===== config.mk =====
export PLATFORM = sky130hd
export DESIGN_NAME = rattlesnake_mtimer_bus_bridge
export DESIGN_NICKNAME = d
export VERILOG_FILES = /design/src/rtl/rattlesnake_mtimer_bus_bridge.sv
export SDC_FILE = /design/constraint.sdc
export NUM_CORES = 1
export LEC_CHECK = 0
export ABC_CLOCK_PERIOD_IN_PS = 2120
export BUFFER_PORTS_ARGS = -buffer_cell sky130_fd_sc_hd__buf_2
export CAP_MARGIN = 0
export CORE_AREA = 5 5 93 95
export DETAILED_ROUTE_END_ITERATION = 7
export DIE_AREA = 0 0 98 100
export GPL_TIMING_DRIVEN = 1
export HOLD_SLACK_MARGIN = 0.1
export PLACE_DENSITY = 0.77
export RECOVER_POWER = 100
export SLEW_MARGIN = 30
export SYNTH_ARGS = -nofsm -noshare
export SYNTH_HDL_FRONTEND = slang
export SYNTH_SLANG_ARGS = --single-unit

===== constraint.sdc =====
create_clock -name clk -period 2.12 [get_ports clk]
set_input_delay 0.424 -clock clk [delete_from_list [all_inputs] [get_ports clk]]
set_output_delay 0.424 -clock clk [all_outputs]
set_load 0.03 [all_outputs]

===== src/rtl/rattlesnake_mtimer_bus_bridge.sv =====
`timescale 1ns/1ps
`default_nettype none
// +--------------------------------------------------------------------------+
// | rattlesnake_mtimer_bus_bridge: data-port front end for the machine timer |
// | Rev 1.0 - initial release                                                |
// +--------------------------------------------------------------------------+
module rattlesnake_mtimer_bus_bridge #(
  parameter int                   XLEN       = 32,
  parameter int                   ADDR_BITS  = 32,
  parameter logic [ADDR_BITS-1:0] TIMER_BASE = 32'h2000_0000
) (
  input  logic                 clk,
  input  logic                 reset_n,
  input  logic                 sync_reset,
  input  logic [ADDR_BITS-1:0] mem_addr,
  input  logic                 mem_re,
  input  logic                 mem_we,
  input  logic [XLEN-1:0]      mem_wdata,
  output logic                 mem_ready,
  output logic                 mem_err,
  output logic [XLEN-1:0]      mem_rdata,
  output logic                 load_mtimecmp_low,
  output logic                 load_mtimecmp_high,
  output logic [XLEN-1:0]      mtimecmp_write_data,
  output logic [1:0]           reg_read_addr,
  input  logic [XLEN-1:0]      reg_read_data,
  input  logic                 timer_triggered,
  input  logic                 mie_mtie,
  output logic                 mtip
);

  typedef enum logic [1:0] {
    IDLE   = 2'd0,
    RD_SEL = 2'd1,
    RD_CAP = 2'd2,
    DONE   = 2'd3
  } state_t;

  localparam logic [1:0] PARK_ADDR = 2'b10;

  state_t          state_q, state_d;
  logic            mem_ready_q, mem_ready_d;
  logic            mem_err_q, mem_err_d;
  logic [XLEN-1:0] mem_rdata_q, mem_rdata_d;
  logic            ld_lo_q, ld_lo_d;
  logic            ld_hi_q, ld_hi_d;
  logic [XLEN-1:0] wdata_q, wdata_d;
  logic [1:0]      rd_addr_q, rd_addr_d;
  logic            mtip_q, mtip_d;

  logic hit, req, bad;

  assign hit = (mem_addr[ADDR_BITS-1:4] == TIMER_BASE[ADDR_BITS-1:4]);
  assign req = mem_re | mem_we;
  // mtime is read-only from the bus; only the compare words accept writes.
  assign bad = (mem_re & mem_we) | (mem_addr[1:0] != 2'b00) | (mem_we & ~mem_addr[3]);

  always_ff @(posedge clk or negedge reset_n) begin
    if (!reset_n) begin
      state_q     <= IDLE;
      mem_ready_q <= 1'b0;
      mem_err_q   <= 1'b0;
      mem_rdata_q <= '0;
      ld_lo_q     <= 1'b0;
      ld_hi_q     <= 1'b0;
      wdata_q     <= '0;
      rd_addr_q   <= PARK_ADDR;
      mtip_q      <= 1'b0;
    end else begin
      state_q     <= state_d;
      mem_ready_q <= mem_ready_d;
      mem_err_q   <= mem_err_d;
      mem_rdata_q <= mem_rdata_d;
      ld_lo_q     <= ld_lo_d;
      ld_hi_q     <= ld_hi_d;
      wdata_q     <= wdata_d;
      rd_addr_q   <= rd_addr_d;
      mtip_q      <= mtip_d;
    end
  end

  always_comb begin
    state_d     = state_q;
    mem_ready_d = 1'b0;
    mem_err_d   = 1'b0;
    mem_rdata_d = mem_rdata_q;
    ld_lo_d     = 1'b0;
    ld_hi_d     = 1'b0;
    wdata_d     = wdata_q;
    rd_addr_d   = rd_addr_q;
    mtip_d      = timer_triggered & mie_mtie;

    if (sync_reset) begin
      state_d     = IDLE;
      mem_rdata_d = '0;
      wdata_d     = '0;
      rd_addr_d   = PARK_ADDR;
      mtip_d      = 1'b0;
    end else begin
      unique case (state_q)
        IDLE: begin
          if (hit && req) begin
            if (bad) begin
              state_d     = DONE;
              mem_ready_d = 1'b1;
              mem_err_d   = 1'b1;
              mem_rdata_d = '0;
            end else if (mem_we) begin
              state_d     = DONE;
              mem_ready_d = 1'b1;
              ld_lo_d     = ~mem_addr[2];
              ld_hi_d     = mem_addr[2];
              wdata_d     = mem_wdata;
            end else begin
              state_d   = RD_SEL;
              rd_addr_d = mem_addr[3:2];
            end
          end
        end
        // Select is presented for a single cycle so the mtime-high snapshot
        // is taken on the same edge that registers the low word.
        RD_SEL: begin
          state_d   = RD_CAP;
          rd_addr_d = PARK_ADDR;
        end
        RD_CAP: begin
          state_d     = DONE;
          mem_rdata_d = reg_read_data;
          mem_ready_d = 1'b1;
        end
        DONE: begin
          state_d = IDLE;
        end
        default: begin
          state_d = IDLE;
        end
      endcase
    end
  end

  assign mem_ready           = mem_ready_q;
  assign mem_err             = mem_err_q;
  assign mem_rdata           = mem_rdata_q;
  assign load_mtimecmp_low   = ld_lo_q;
  assign load_mtimecmp_high  = ld_hi_q;
  assign mtimecmp_write_data = wdata_q;
  assign reg_read_addr       = rd_addr_q;
  assign mtip                = mtip_q;

endmodule
`default_nettype wire


==> out/metrics.yaml <==
route:
  wire_per_inst_um: 14.69
  postRouteAntennaNets: 0
  dr_total_vias: 2734
  drcViolationCount: 0
  dr.pass1.iters: 4
  wirelength_um: 8185
  drtIter0Drc: 85
  viasPerCell: 4.908
clocking:
  cts_buffer_depth: 2
  cts_root_buffer: "clkbuf_8"
  cts_made_buffers: 9
  clk_pin_slew_worst_paths_ps: 70
  cts_hold_buf: 0
  cts_tree: "yes"
  cts_resized: 0
  cts.sinks: 73
  postCtsSetupRepairBufs: 0
  htreeDepth: 3
  insertion_delay_ps: 320
synth:
  async_flop_share: 1.000
  avgSynthCellArea_um2: 12.20
  synth.distinct_cells: 33
  synth_top_area_share: 0.5389
  seq_area_frac_synth: 0.5468
  synthFlopType: "dfrtp_1"
  synth_top_area_cell: "dfrtp_1"
  syn_area_um2: 3343
  synth-edff-count: 0
  synth.ff_latch_count: 73
  yosys-top-cells-area: "dfrtp_1 (54%), mux2i_1 (10%), a22o_1 (7.9%), nand2_1 (7.5%), nor4_4 (4.5%)"
  yosys_warnings: 0
  syn_inst: 274
  synth_nets: 380
grt:
  grt_max_degree: 74
  grt_pass1_vias: 2926
  overflow: 0
  grt_pass1_wl_um: 13550
  track_usage: 0.1699
  antenna_found_initial: 0
sta:
  grt_setup_unrepaired: "no"
  setup_viol: 0
  finalCriticalPeriod_ps: 2021
  drv_slew: 74
  relSlewSlack: -0.1664
  worst_slew_pin_slew_ps: 1750
  fin_crit_sh: 0.9532
  finalSetupTns_ps: 0
  worst_slack_ps: 99.22
  fin_hold_ws_ps: 270.4
  finalHoldViolations: 0
  skew_ps: 10.99
  fmax_mhz: 494.9
worst_setup_path:
  worstPathMaxFanout: 32
  timing_worst_setup_path_type: "primary input to register"
  path_cells: "buf_2 > nor4_1 > nand4_4 > buf_4 > o41ai_4 > buf_12 > a22o_2"
  cp_slowest_stage_delay_ps: 560
  critPathLaunchType: "primary input"
  cp-end-kind: "register"
  required_ps: 2380
  arrival_ps: 2280
  cp_slowest_cell: "nor4_1"
pwr:
  total_power_w: 0.002691
  internal-power_w: 0.002028
  seqPwrFrac: 0.524
  p_leak_nw: 2.072
  ir_drop_mv: 0.2952
  p_per_area_nw_per_um2: 614.6
  combPwrFrac: 0.126
  power.switching_w: 0.0006628
  switching_share: 0.2463
  clkPwrFrac: 0.350
die:
  initial_utilization: 0.4372
  die_area_um2: 9800
  core_area_um2: 7647
  die_h_um: 100
  rows: 32
  io_pins: 174
  die_w_um: 98
placed_design:
  port_buffers: 173
  place_congestion: 0.8354
  place_area_um2: 4330
  place_ws_ps: -31.09
  hpwl_um: 6390
cells_and_area:
  regArea_um2: 1828
  post-route-cell-area_um2: 4379
  layout.nets: 557
  num_antenna_cells: 0
  nFillCells: 702
  multi_input_area_um2: 1343
  drive_above_1_share: 0.3033
  area_growth_pct: 30.99
flow_run:
  cap_violations: 1
run_status:
  outcome: "complete, but fails checks"
  failed_checks: "max-capacitance violations, max-slew violations"
min_path:
  worstHoldPathType: "primary input to register"
## per-stage QoR
step / instances / utilization
3_5_place_dp: 542 / 0.5663
5_1_grt: 557 / 0.5726
4_1_cts: 557 / 0.5888
6_report: 557 / 0.5726
3_3_place_gp: 542 / 0.5663
2_1_floorplan: 274 / -
## layout by cell type, fill, tap and decap left out, types with 2 or more instances in the layout
cell type / Yosys / final
mux2i_1: 34 / 34
inv_1: 5 / 6
nand3_1: 3 / 3
a22o_2: 2 / 2
nor3_1: 6 / 6
nor2_1: 4 / 4
o21a_1: 2 / 2
a22o_1: 30 / 30
clkbuf_1: 7 / 75
buf_2: 0 / 101
ha_1: 3 / 3
dfrtp_1: 72 / 72
nor4_1: 1 / 2
nor2b_1: 2 / 2
clkbuf_8: 0 / 11
buf_12: 0 / 3
a21oi_1: 3 / 3
nor4_4: 7 / 6
nand2_1: 67 / 67
buf_4: 0 / 5
## per-layer routing
layer | track usage | vias to the layer above | part of all wire
met5 | 0 | - | 0
met4 | 0.05964 | 0 | 0.0066
met3 | 0.06324 | 5 | 0.090
met2 | 0.2843 | 120 | 0.50
met1 | 0.2022 | 1285 | 0.40
li1 | - | 1324 | -
## registers in the layout, summed over array words and instances (netlist names)
signal	flops
mem_ready	1
mtimecmp_write_data	32
mem_err	1
load_mtimecmp_low	1
state_q	2
load_mtimecmp_high	1
reg_read_addr	2
mtip	1
mem_rdata	32
## worst paths after layout
kind | startpoint | endpoint | slack (ps) | cells past startpoint
max | mem_addr[18] | mem_rdata[18]$_DFFE_PN0P_ | 100 | 7
min | mem_addr[2] | load_mtimecmp_low$_DFF_PN0_ | 270 | 2
max reg2reg | state_q[0]$_DFFE_PN0P_ | mem_rdata[18]$_DFFE_PN0P_ | 190 | 5
min reg2reg | mem_rdata[26]$_DFFE_PN0P_ | mem_rdata[26]$_DFFE_PN0P_ | 500 | 1
max in group asynchronous | reset_n | mtimecmp_write_data[30]$_DFFE_PN0P_ | 420 | 2
min in group asynchronous | reset_n | mem_rdata[3]$_DFFE_PN0P_ | 630 | 2
## cell type report
type	instances	share of cell area
sequential	73	0.4174
multi-input combinational	177	0.3066
timing repair buffer	183	0.2014
clock buffer	13	0.03629
tap	102	0.02914
inverter	7	0.006000
clock inverter	2	0.003143
## Yosys cell counts (2+ instances only)
master	instances
nand2_1	67
clkinv_1	2
a21oi_1	3
nor2_1	4
nor4_4	7
nor3_1	6
inv_1	5
nand3_1	3
o21a_1	2
buf_6	9
dfrtp_1	72
ha_1	3
a22o_1	30
mux2i_1	34
a22o_2	2
clkbuf_1	7
nor2b_1	2
## power by group through the flow
stage               sequential, W  clock, W  combinational, W
floorplan                 0.00144         0          0.000155
detailed placement        0.00144         0          0.000359
global route              0.00141   0.00104          0.000384
CTS                       0.00141  0.000974          0.000360
finish                    0.00141  0.000941          0.000339
global placement          0.00144         0          0.000345
## worst max-delay path, delay by kind of cell
| family | cells | cell delay (ps) |
|---|---|---|
| buf+inv | 3 | 520 |
| compound gates | 2 | 560 |
| simple gates | 2 | 760 |
## cell families after synthesis
kind of cell / after synthesis / synth area share
simple gates: 96 / 0.1650
mux: 35 / 0.1052
buf+inv: 24 / 0.04716
compound gates: 43 / 0.1246
fa+ha+maj: 3 / 0.01123
flops: 73 / 0.5468
Note: power is estimated with default switching activity, not from simulation.
